## src/rtl/fp_multiplier.sv

```systemverilog
`default_nettype none
// ============================================================================
// Module   : fp_multiplier
// Brief    : Multi-cycle IEEE-754 single-precision multiplier with start/ready
//            handshake, round-to-nearest-even, and denormal/zero/inf/NaN
//            handling. Chains directly into fp_adder.
// Revision : 1.0 - initial release
// ============================================================================
module fp_multiplier (
  input  logic        clk,
  input  logic        rst,
  input  logic [31:0] opa,
  input  logic [31:0] opb,
  input  logic        start,
  output logic [31:0] prod,
  output logic        ready
);

  typedef enum logic [3:0] {
    ST_WAIT        = 4'd0,
    ST_UNPACK      = 4'd1,
    ST_SPECIAL     = 4'd2,
    ST_NORM_A      = 4'd3,
    ST_NORM_B      = 4'd4,
    ST_MUL_0       = 4'd5,
    ST_MUL_1       = 4'd6,
    ST_NORMALISE_1 = 4'd7,
    ST_NORMALISE_2 = 4'd8,
    ST_ROUND       = 4'd9,
    ST_PACK        = 4'd10,
    ST_OUT_RDY     = 4'd11
  } state_t;

  // Unbiased exponent landmarks in 10-bit two's complement
  localparam logic signed [9:0] E_MIN = -10'sd126;  // smallest normal exponent
  localparam logic signed [9:0] E_DEN = -10'sd127;  // field 0 after unbiasing
  localparam logic signed [9:0] E_INF =  10'sd128;  // field 0xFF after unbiasing
  localparam logic signed [9:0] E_MAX =  10'sd127;  // largest normal exponent
  localparam logic [31:0]       QNAN  = 32'hFFC00000;

  state_t             state_q, state_d;
  logic [31:0]        a_q, a_d, b_q, b_d;
  logic [23:0]        a_m_q, a_m_d, b_m_q, b_m_d;
  logic signed [9:0]  a_e_q, a_e_d, b_e_q, b_e_d;
  logic               a_s_q, a_s_d, b_s_q, b_s_d;
  logic [47:0]        p_q, p_d;
  logic [23:0]        z_m_q, z_m_d;
  logic signed [9:0]  z_e_q, z_e_d;
  logic               z_s_q, z_s_d;
  logic               guard_q, guard_d, round_q, round_d, sticky_q, sticky_d;
  logic [31:0]        z_q, z_d;
  logic [31:0]        prod_q, prod_d;
  logic               ready_q, ready_d;

  // Operand classification on the unpacked fields (valid in SPECIAL)
  logic a_nan, b_nan, a_inf, b_inf, a_zero, b_zero;
  assign a_nan  = (a_e_q == E_INF) && (a_m_q != 24'd0);
  assign b_nan  = (b_e_q == E_INF) && (b_m_q != 24'd0);
  assign a_inf  = (a_e_q == E_INF) && (a_m_q == 24'd0);
  assign b_inf  = (b_e_q == E_INF) && (b_m_q == 24'd0);
  assign a_zero = (a_e_q == E_DEN) && (a_m_q == 24'd0);
  assign b_zero = (b_e_q == E_DEN) && (b_m_q == 24'd0);

  // Next-state and datapath updates for every step of the multiply sequence
  always_comb begin
    state_d  = state_q;
    a_d      = a_q;
    b_d      = b_q;
    a_m_d    = a_m_q;
    b_m_d    = b_m_q;
    a_e_d    = a_e_q;
    b_e_d    = b_e_q;
    a_s_d    = a_s_q;
    b_s_d    = b_s_q;
    p_d      = p_q;
    z_m_d    = z_m_q;
    z_e_d    = z_e_q;
    z_s_d    = z_s_q;
    guard_d  = guard_q;
    round_d  = round_q;
    sticky_d = sticky_q;
    z_d      = z_q;
    prod_d   = prod_q;
    ready_d  = 1'b0;

    case (state_q)
      ST_WAIT: begin
        if (start) begin
          a_d     = opa;
          b_d     = opb;
          state_d = ST_UNPACK;
        end
      end

      ST_UNPACK: begin
        a_m_d   = {1'b0, a_q[22:0]};
        b_m_d   = {1'b0, b_q[22:0]};
        a_e_d   = $signed({2'b00, a_q[30:23]}) - 10'sd127;
        b_e_d   = $signed({2'b00, b_q[30:23]}) - 10'sd127;
        a_s_d   = a_q[31];
        b_s_d   = b_q[31];
        state_d = ST_SPECIAL;
      end

      ST_SPECIAL: begin
        z_s_d = a_s_q ^ b_s_q;
        if (a_nan || b_nan) begin
          z_d     = QNAN;
          state_d = ST_OUT_RDY;
        end else if ((a_inf && b_zero) || (b_inf && a_zero)) begin
          z_d     = QNAN;
          state_d = ST_OUT_RDY;
        end else if (a_inf || b_inf) begin
          z_d     = {a_s_q ^ b_s_q, 8'hFF, 23'd0};
          state_d = ST_OUT_RDY;
        end else if (a_zero || b_zero) begin
          z_d     = {a_s_q ^ b_s_q, 31'd0};
          state_d = ST_OUT_RDY;
        end else begin
          // Denormals share the minimum exponent and have no hidden bit
          if (a_e_q == E_DEN) a_e_d = E_MIN;
          else                a_m_d[23] = 1'b1;
          if (b_e_q == E_DEN) b_e_d = E_MIN;
          else                b_m_d[23] = 1'b1;
          state_d = ST_NORM_A;
        end
      end

      ST_NORM_A: begin
        if (a_m_q[23]) begin
          state_d = ST_NORM_B;
        end else begin
          a_m_d = {a_m_q[22:0], 1'b0};
          a_e_d = a_e_q - 10'sd1;
        end
      end

      ST_NORM_B: begin
        if (b_m_q[23]) begin
          state_d = ST_MUL_0;
        end else begin
          b_m_d = {b_m_q[22:0], 1'b0};
          b_e_d = b_e_q - 10'sd1;
        end
      end

      ST_MUL_0: begin
        // Product has its binary point at bit 46; the +1 aligns it to bit 47
        p_d     = {24'd0, a_m_q} * {24'd0, b_m_q};
        z_e_d   = a_e_q + b_e_q + 10'sd1;
        state_d = ST_MUL_1;
      end

      ST_MUL_1: begin
        z_m_d    = p_q[47:24];
        guard_d  = p_q[23];
        round_d  = p_q[22];
        sticky_d = |p_q[21:0];
        state_d  = ST_NORMALISE_1;
      end

      ST_NORMALISE_1: begin
        if (!z_m_q[23] && (z_e_q > E_MIN)) begin
          z_e_d   = z_e_q - 10'sd1;
          z_m_d   = {z_m_q[22:0], guard_q};
          guard_d = round_q;
          round_d = 1'b0;
        end else begin
          state_d = ST_NORMALISE_2;
        end
      end

      ST_NORMALISE_2: begin
        if (z_e_q < E_MIN) begin
          z_e_d    = z_e_q + 10'sd1;
          z_m_d    = {1'b0, z_m_q[23:1]};
          guard_d  = z_m_q[0];
          round_d  = guard_q;
          sticky_d = sticky_q | round_q;
        end else begin
          state_d = ST_ROUND;
        end
      end

      ST_ROUND: begin
        // Round half to even; a mantissa carry-out bumps the exponent
        if (guard_q && (round_q || sticky_q || z_m_q[0])) begin
          z_m_d = z_m_q + 24'd1;
          if (z_m_q == 24'hFFFFFF) z_e_d = z_e_q + 10'sd1;
        end
        state_d = ST_PACK;
      end

      ST_PACK: begin
        z_d[22:0]  = z_m_q[22:0];
        z_d[30:23] = z_e_q[7:0] + 8'd127;
        z_d[31]    = z_s_q;
        if ((z_e_q == E_MIN) && !z_m_q[23]) z_d[30:23] = 8'd0;
        if (z_e_q > E_MAX) z_d = {z_s_q, 8'hFF, 23'd0};
        state_d = ST_OUT_RDY;
      end

      ST_OUT_RDY: begin
        prod_d  = z_q;
        ready_d = 1'b1;
        state_d = ST_WAIT;
      end

      default: state_d = ST_WAIT;
    endcase
  end

  // State and datapath registers, cleared asynchronously while rst is low
  always_ff @(posedge clk or negedge rst) begin
    if (!rst) begin
      state_q  <= ST_WAIT;
      a_q      <= 32'd0;
      b_q      <= 32'd0;
      a_m_q    <= 24'd0;
      b_m_q    <= 24'd0;
      a_e_q    <= 10'sd0;
      b_e_q    <= 10'sd0;
      a_s_q    <= 1'b0;
      b_s_q    <= 1'b0;
      p_q      <= 48'd0;
      z_m_q    <= 24'd0;
      z_e_q    <= 10'sd0;
      z_s_q    <= 1'b0;
      guard_q  <= 1'b0;
      round_q  <= 1'b0;
      sticky_q <= 1'b0;
      z_q      <= 32'd0;
      prod_q   <= 32'd0;
      ready_q  <= 1'b0;
    end else begin
      state_q  <= state_d;
      a_q      <= a_d;
      b_q      <= b_d;
      a_m_q    <= a_m_d;
      b_m_q    <= b_m_d;
      a_e_q    <= a_e_d;
      b_e_q    <= b_e_d;
      a_s_q    <= a_s_d;
      b_s_q    <= b_s_d;
      p_q      <= p_d;
      z_m_q    <= z_m_d;
      z_e_q    <= z_e_d;
      z_s_q    <= z_s_d;
      guard_q  <= guard_d;
      round_q  <= round_d;
      sticky_q <= sticky_d;
      z_q      <= z_d;
      prod_q   <= prod_d;
      ready_q  <= ready_d;
    end
  end

  assign prod  = prod_q;
  assign ready = ready_q;

endmodule
`default_nettype wire
```

## config.mk

```make
export PLATFORM = sky130hd
export DESIGN_NAME = fp_multiplier
export DESIGN_NICKNAME = d
export VERILOG_FILES = /design/src/rtl/fp_multiplier.sv
export SDC_FILE = /design/constraint.sdc
export NUM_CORES = 2
export LEC_CHECK = 0
export CORE_MARGIN = 4
export CORE_UTILIZATION = 55
export CTS_CLUSTER_DIAMETER = 80
export CTS_CLUSTER_SIZE = 8
export DETAILED_ROUTE_END_ITERATION = 10
export GPL_TIMING_DRIVEN = 0
export PLACE_DENSITY = 0.81
export SLEW_MARGIN = 20
export SYNTH_ARGS = -nofsm -noshare
export SYNTH_HDL_FRONTEND = slang
export SYNTH_SLANG_ARGS = --single-unit
```

## constraint.sdc

```tcl
create_clock -name clk -period 10.55 [get_ports clk]
set_input_delay 2.6375 -clock clk [delete_from_list [all_inputs] [get_ports clk]]
set_output_delay 2.6375 -clock clk [all_outputs]
set_load 0.005 [all_outputs]
```

After elaboration in Yosys (flattened, before gate mapping)
Cells that the tools add are included.
Widths: inputs -> output; s select.

storage, ports and cells
  bits of input ports = 67
  flip-flop bits (word level) = 289
  output and inout bits = 33
  word-level logic and storage cells = 185

operators by class
  bitwise gates (word level) = 2
  $lt $le $gt $ge = 3
  equal/unequal tests = 37
  mux-type cells = 65
  reductions and logical operators = 46
  $add $sub $neg = 10
  $mul = 1

operator list
  operator               number
  $mux 10                16
  $mux 32                4
  $mux 24                5
  $pmux 24 s4            1
  $pmux 23 s2            2
  $pmux 32 s2            1
  $pmux 10 s3            2
  $logic_not 24->1       2
  $mul 24x24->48         1
  $reduce_bool 24->1     2
  $pmux 4 s11            1
  $pmux 10 s4            1
  $ne 2x2->1 const B     19
  $mux 4                 9
  $mux 31                1
  $eq 10x8->1 const B    3
  $sub 10x2->10 const B  3
  $add 24x1->24 const B  1
  $eq 24x24->1 const B   1
  $reduce_or 22->1       1
  $add 10x2->10 const B  2
  $eq 10x9->1 const B    2
  $gt 10x8->1 const B    2
  $sub 8x7->9 const B    2
  other kinds (27)       80

Depth between registers and ports, before layout
  depth after elaboration = 8
  mapped depth = 27

Worst setup path after synthesis
No wires, ideal clock.

  path kind = reg2reg
  from = register b_m_q[3]
  to = register p_q[45]
  path slack = 4.002 ns
  arrival = 6.483 ns
  stages on the path, launching flop included = 28
  library setup time = 0.064 ns
  period minus slack after synthesis = 6.548 ns
  buffers on the path = 3
  cells stage by stage = dfrtp_1 clkbuf_1 clkbuf_1 nand2_1 fa_1 inv_1 fa_1 inv_1 fa_1 inv_1 fa_1 inv_1 fa_1 inv_1 fa_1 inv_1 fa_1 inv_1 ha_1 buf_2 nand4_1 nor3_1 o2111ai_1 o211a_1 a21oi_1 a31oi_1 nor4b_1 a211o_1

between the ends
  cells in the longest elaborated chain, start to end = 1

ends and longest elaborated chain
  what                    RTL line  source
  start, declared         43        logic [23:0] a_m_q, a_m_d, b_m_q, b_m_d;
  start signal, assigned  240       b_m_q <= b_m_d;
  $mul 24x24->48          149       p_d = {24'd0, a_m_q} * {24'd0, b_m_q};
  end signal, assigned    245       p_q <= p_d;
  end, declared           46        logic [47:0] p_q, p_d;

No other way between the ends.
A chain may end at the register's enable or synchronous reset.

Worst setup path after layout
  from = register b_m_q[9]
  to = register p_q[47]

The elaborated chain is that of the path after synthesis.

==> reports/metrics.csv <==
metric,value,unit
n_fill_cell,5080,
max_stage_delay,0.89,ns
synth_edf_count,0,
grt_start_max_net_pins,91,
synth-seq-cells,289,
cp.required,10.96,ns
routed_wl,104000,um
yosys-mux-area-fraction,3.63,%
final_cell_mix,"568 x inv_1, 564 x nand2_1, 484 x fa_1, 301 x and2_1, 289 x dfrtp_1",
ys.flop_type,dfrtp_1,
grtUsageTotal,32.8,%
postCtsSetupRepairBufs,0,
synth_top_family_by_area,adder cells,
cp-end-kind,register,
clk_latency,0.59,ns
cts_resized,0,
ant_nets,0,
crit_family,adder cells,
drc,0,
synth_xor_area_share,2.05,%
synth-simple-area-share,17.0,%
cts_tree,done,
finalHoldViolations,0,
area_growth,9.61,%
vias,27400,
synthDistinctLibCells,74,
portBuffers,99,
outcome,finished clean,
core_area,0.0595,sq mm
timing.final.crit_share,82.4,%
skew,0.0432,ns
relSlewSlack,24.2,%
grt_setup_unrepaired,no,
fmax,115,MHz
hold_slack,0.474,ns
cp_cell_sequence,clkbuf_1 > clkbuf_1 > nand2_1 > fa_1 > fa_1 > inv_1 > fa_1 > inv_1 > fa_1 > inv_1 > fa_1 > fa_1 > inv_1 > fa_1 > inv_1 > ha_1 > a21oi_1 > o21ai_0 > a41oi_1 > nor3b_2 > a211oi_1 > o31ai_1 > xnor2_1 > o21ai_0,
core.rowCount,89,
fin_nets,4551,
worstPathMaxFanout,11,
layout_commonest_cell,inv_1,
die_h,254,um
worstMarginPinSlew,1.14,ns
cpMostUsedCell,fa_1,
grt_first_pass_wirelength,162000,um
crit_type,register to register,
cts.sink_count,289,
cts-buffers-inserted,42,
yosys_warnings,0,
synthAdderAreaFrac,36.7,%
tns,0,ns
grt_pass1_vias,28200,
drt_iter0_markers,2802,
crit_buf_inv,7,
dp.cells,4527,
avgSynthCellArea,9.11,sq um
ioPinCount,100,
synth_compound_area_share,9.63,%
die_x,254,um
viasPerCell,5.97,
gp_congestion,1.03,
grt_overflow,0,
ys_seq_area_share,21.7,%
critPathArrivalTime,9.11,ns
setup_viol,0,
cp-start-kind,register,
first_pass_iters,6,
cts.reportedPaths.clkPinSlew,0.05,ns
antenna_found_initial,1,
period_minus_slack,8.70,ns
dp_hpwl,81200,um
max-clock-path-buffers,3,
syn_inst,3651,
htreeDepth,2,
cts-root-buf,clkbuf_16,
cap_violations,0,
min_path_type,register to register,
holdBufCountCts,0,
slowest_stage,clkbuf_1,
initial_utilization,55.9,%
syn_area,0.0333,sq mm
wire_per_inst,22.8,um
drv_slew,0,
async_flop_share,100,%
drive_above_1_share,5.18,%
utilization,61.3,%
fin_cells,4579,
syn_nets,4404,
die-area,0.0645,sq mm
[sequential cells by signal, summed over array words and instances (netlist names), 4 cells and up]
name and cells:
a_q 32, z_e_q 10, b_m_q 24, z_m_q 24
state_q 4, p_q 48, prod 32, b_q 32
z_q 32, a_e_q 10, a_m_q 24, b_e_q 10
[stage by stage]
step           setup WS (ns)  instance area [sq um]
2_1_floorplan           4.00                  33300
6_report                1.85                  36500
3_5_place_dp            2.26                  35300
5_1_grt                 1.77                  36500
4_1_cts                 2.21                  36500
3_3_place_gp           -5.47                  35200
[Yosys cell counts (17+ instances only)]
master    count  area share [%]
inv_1       568             6.4
nand2_1     564             6.4
fa_1        484              29
and2_1      301             5.7
dfrtp_1     289              22
clkbuf_1    211             2.4
ha_1        202             7.6
o21ai_0     174             2.6
mux2_2      101             3.4
a21oi_1      99             1.5
nor2_1       96             1.1
nand3_1      55            0.83
a22oi_1      50             1.1
xnor2_1      47             1.2
nor3_1       41            0.62
xor2_1       31            0.82
a22o_1       27            0.71
a21o_1       25            0.56
nand4_1      25            0.47
nor4_1       23            0.43
buf_2        21            0.32
and3_1       17            0.32
[worst register-to-register path, stage by stage, from the launching register on]
cell and delay (ns):
dfrtp_1 0.33, clkbuf_1 0.82, clkbuf_1 0.90, nand2_1 0.21, fa_1 0.56, fa_1 0.54
inv_1 0.06, fa_1 0.51, inv_1 0.06, fa_1 0.52, inv_1 0.05, fa_1 0.39
fa_1 0.51, inv_1 0.05, fa_1 0.58, inv_1 0.07, ha_1 0.38, a21oi_1 0.23
o21ai_0 0.20, a41oi_1 0.45, nor3b_2 0.11, a211oi_1 0.47, o31ai_1 0.17, xnor2_1 0.25
o21ai_0 0.11
[routing by layer]
metal / vias to the layer above / global-route usage (%) / wire [um]
met5: - / 0 / 18
met4: 2 / 16.3 / 6850
met3: 403 / 10.6 / 13100
met2: 1714 / 48.3 / 43700
met1: 13400 / 44.0 / 40600
li1: 11800 / - / -
[kinds of logic after synthesis]
| kind of cell | count (synthesis) |
|---|---|
| AND/OR/NAND/NOR | 1178 |
| flip-flops | 289 |
| buffers and inverters | 806 |
| AO/OA/AOI/OAI | 506 |
| multiplexers | 108 |
| adder cells (fa/ha/maj) | 686 |
| XOR/XNOR | 78 |
[final timing paths]
check	start	end	slack (ns)	cells after the start
max in group asynchronous	rst	p_q[12]	7.44	3
min in group asynchronous	rst	a_e_q[6]	1.96	1
worst min-delay path	p_q[4]	p_q[4]	0.47	2
worst max register to register	b_m_q[9]	p_q[47]	1.85	24
worst min register to register	p_q[4]	p_q[4]	0.47	2
worst max-delay path	b_m_q[9]	p_q[47]	1.85	24
[final cells by class]
class	instances	area, sq um	share of cell area (%)
diodes	4	10.0	0.0275
plain buffers	237	927	2.54
clock buffers	44	1060	2.90
clock inverters	4	66.3	0.182
inverters	569	2140	5.86
multi-input cells	2556	23000	63.0
flip-flops and latches	289	7230	19.8
well taps	773	967	2.65
repair buffers	103	1090	2.98
Power is left out: the tool's default activity adds up to more than one toggle a clock period on the data nets, which glitch-free logic cannot reach.
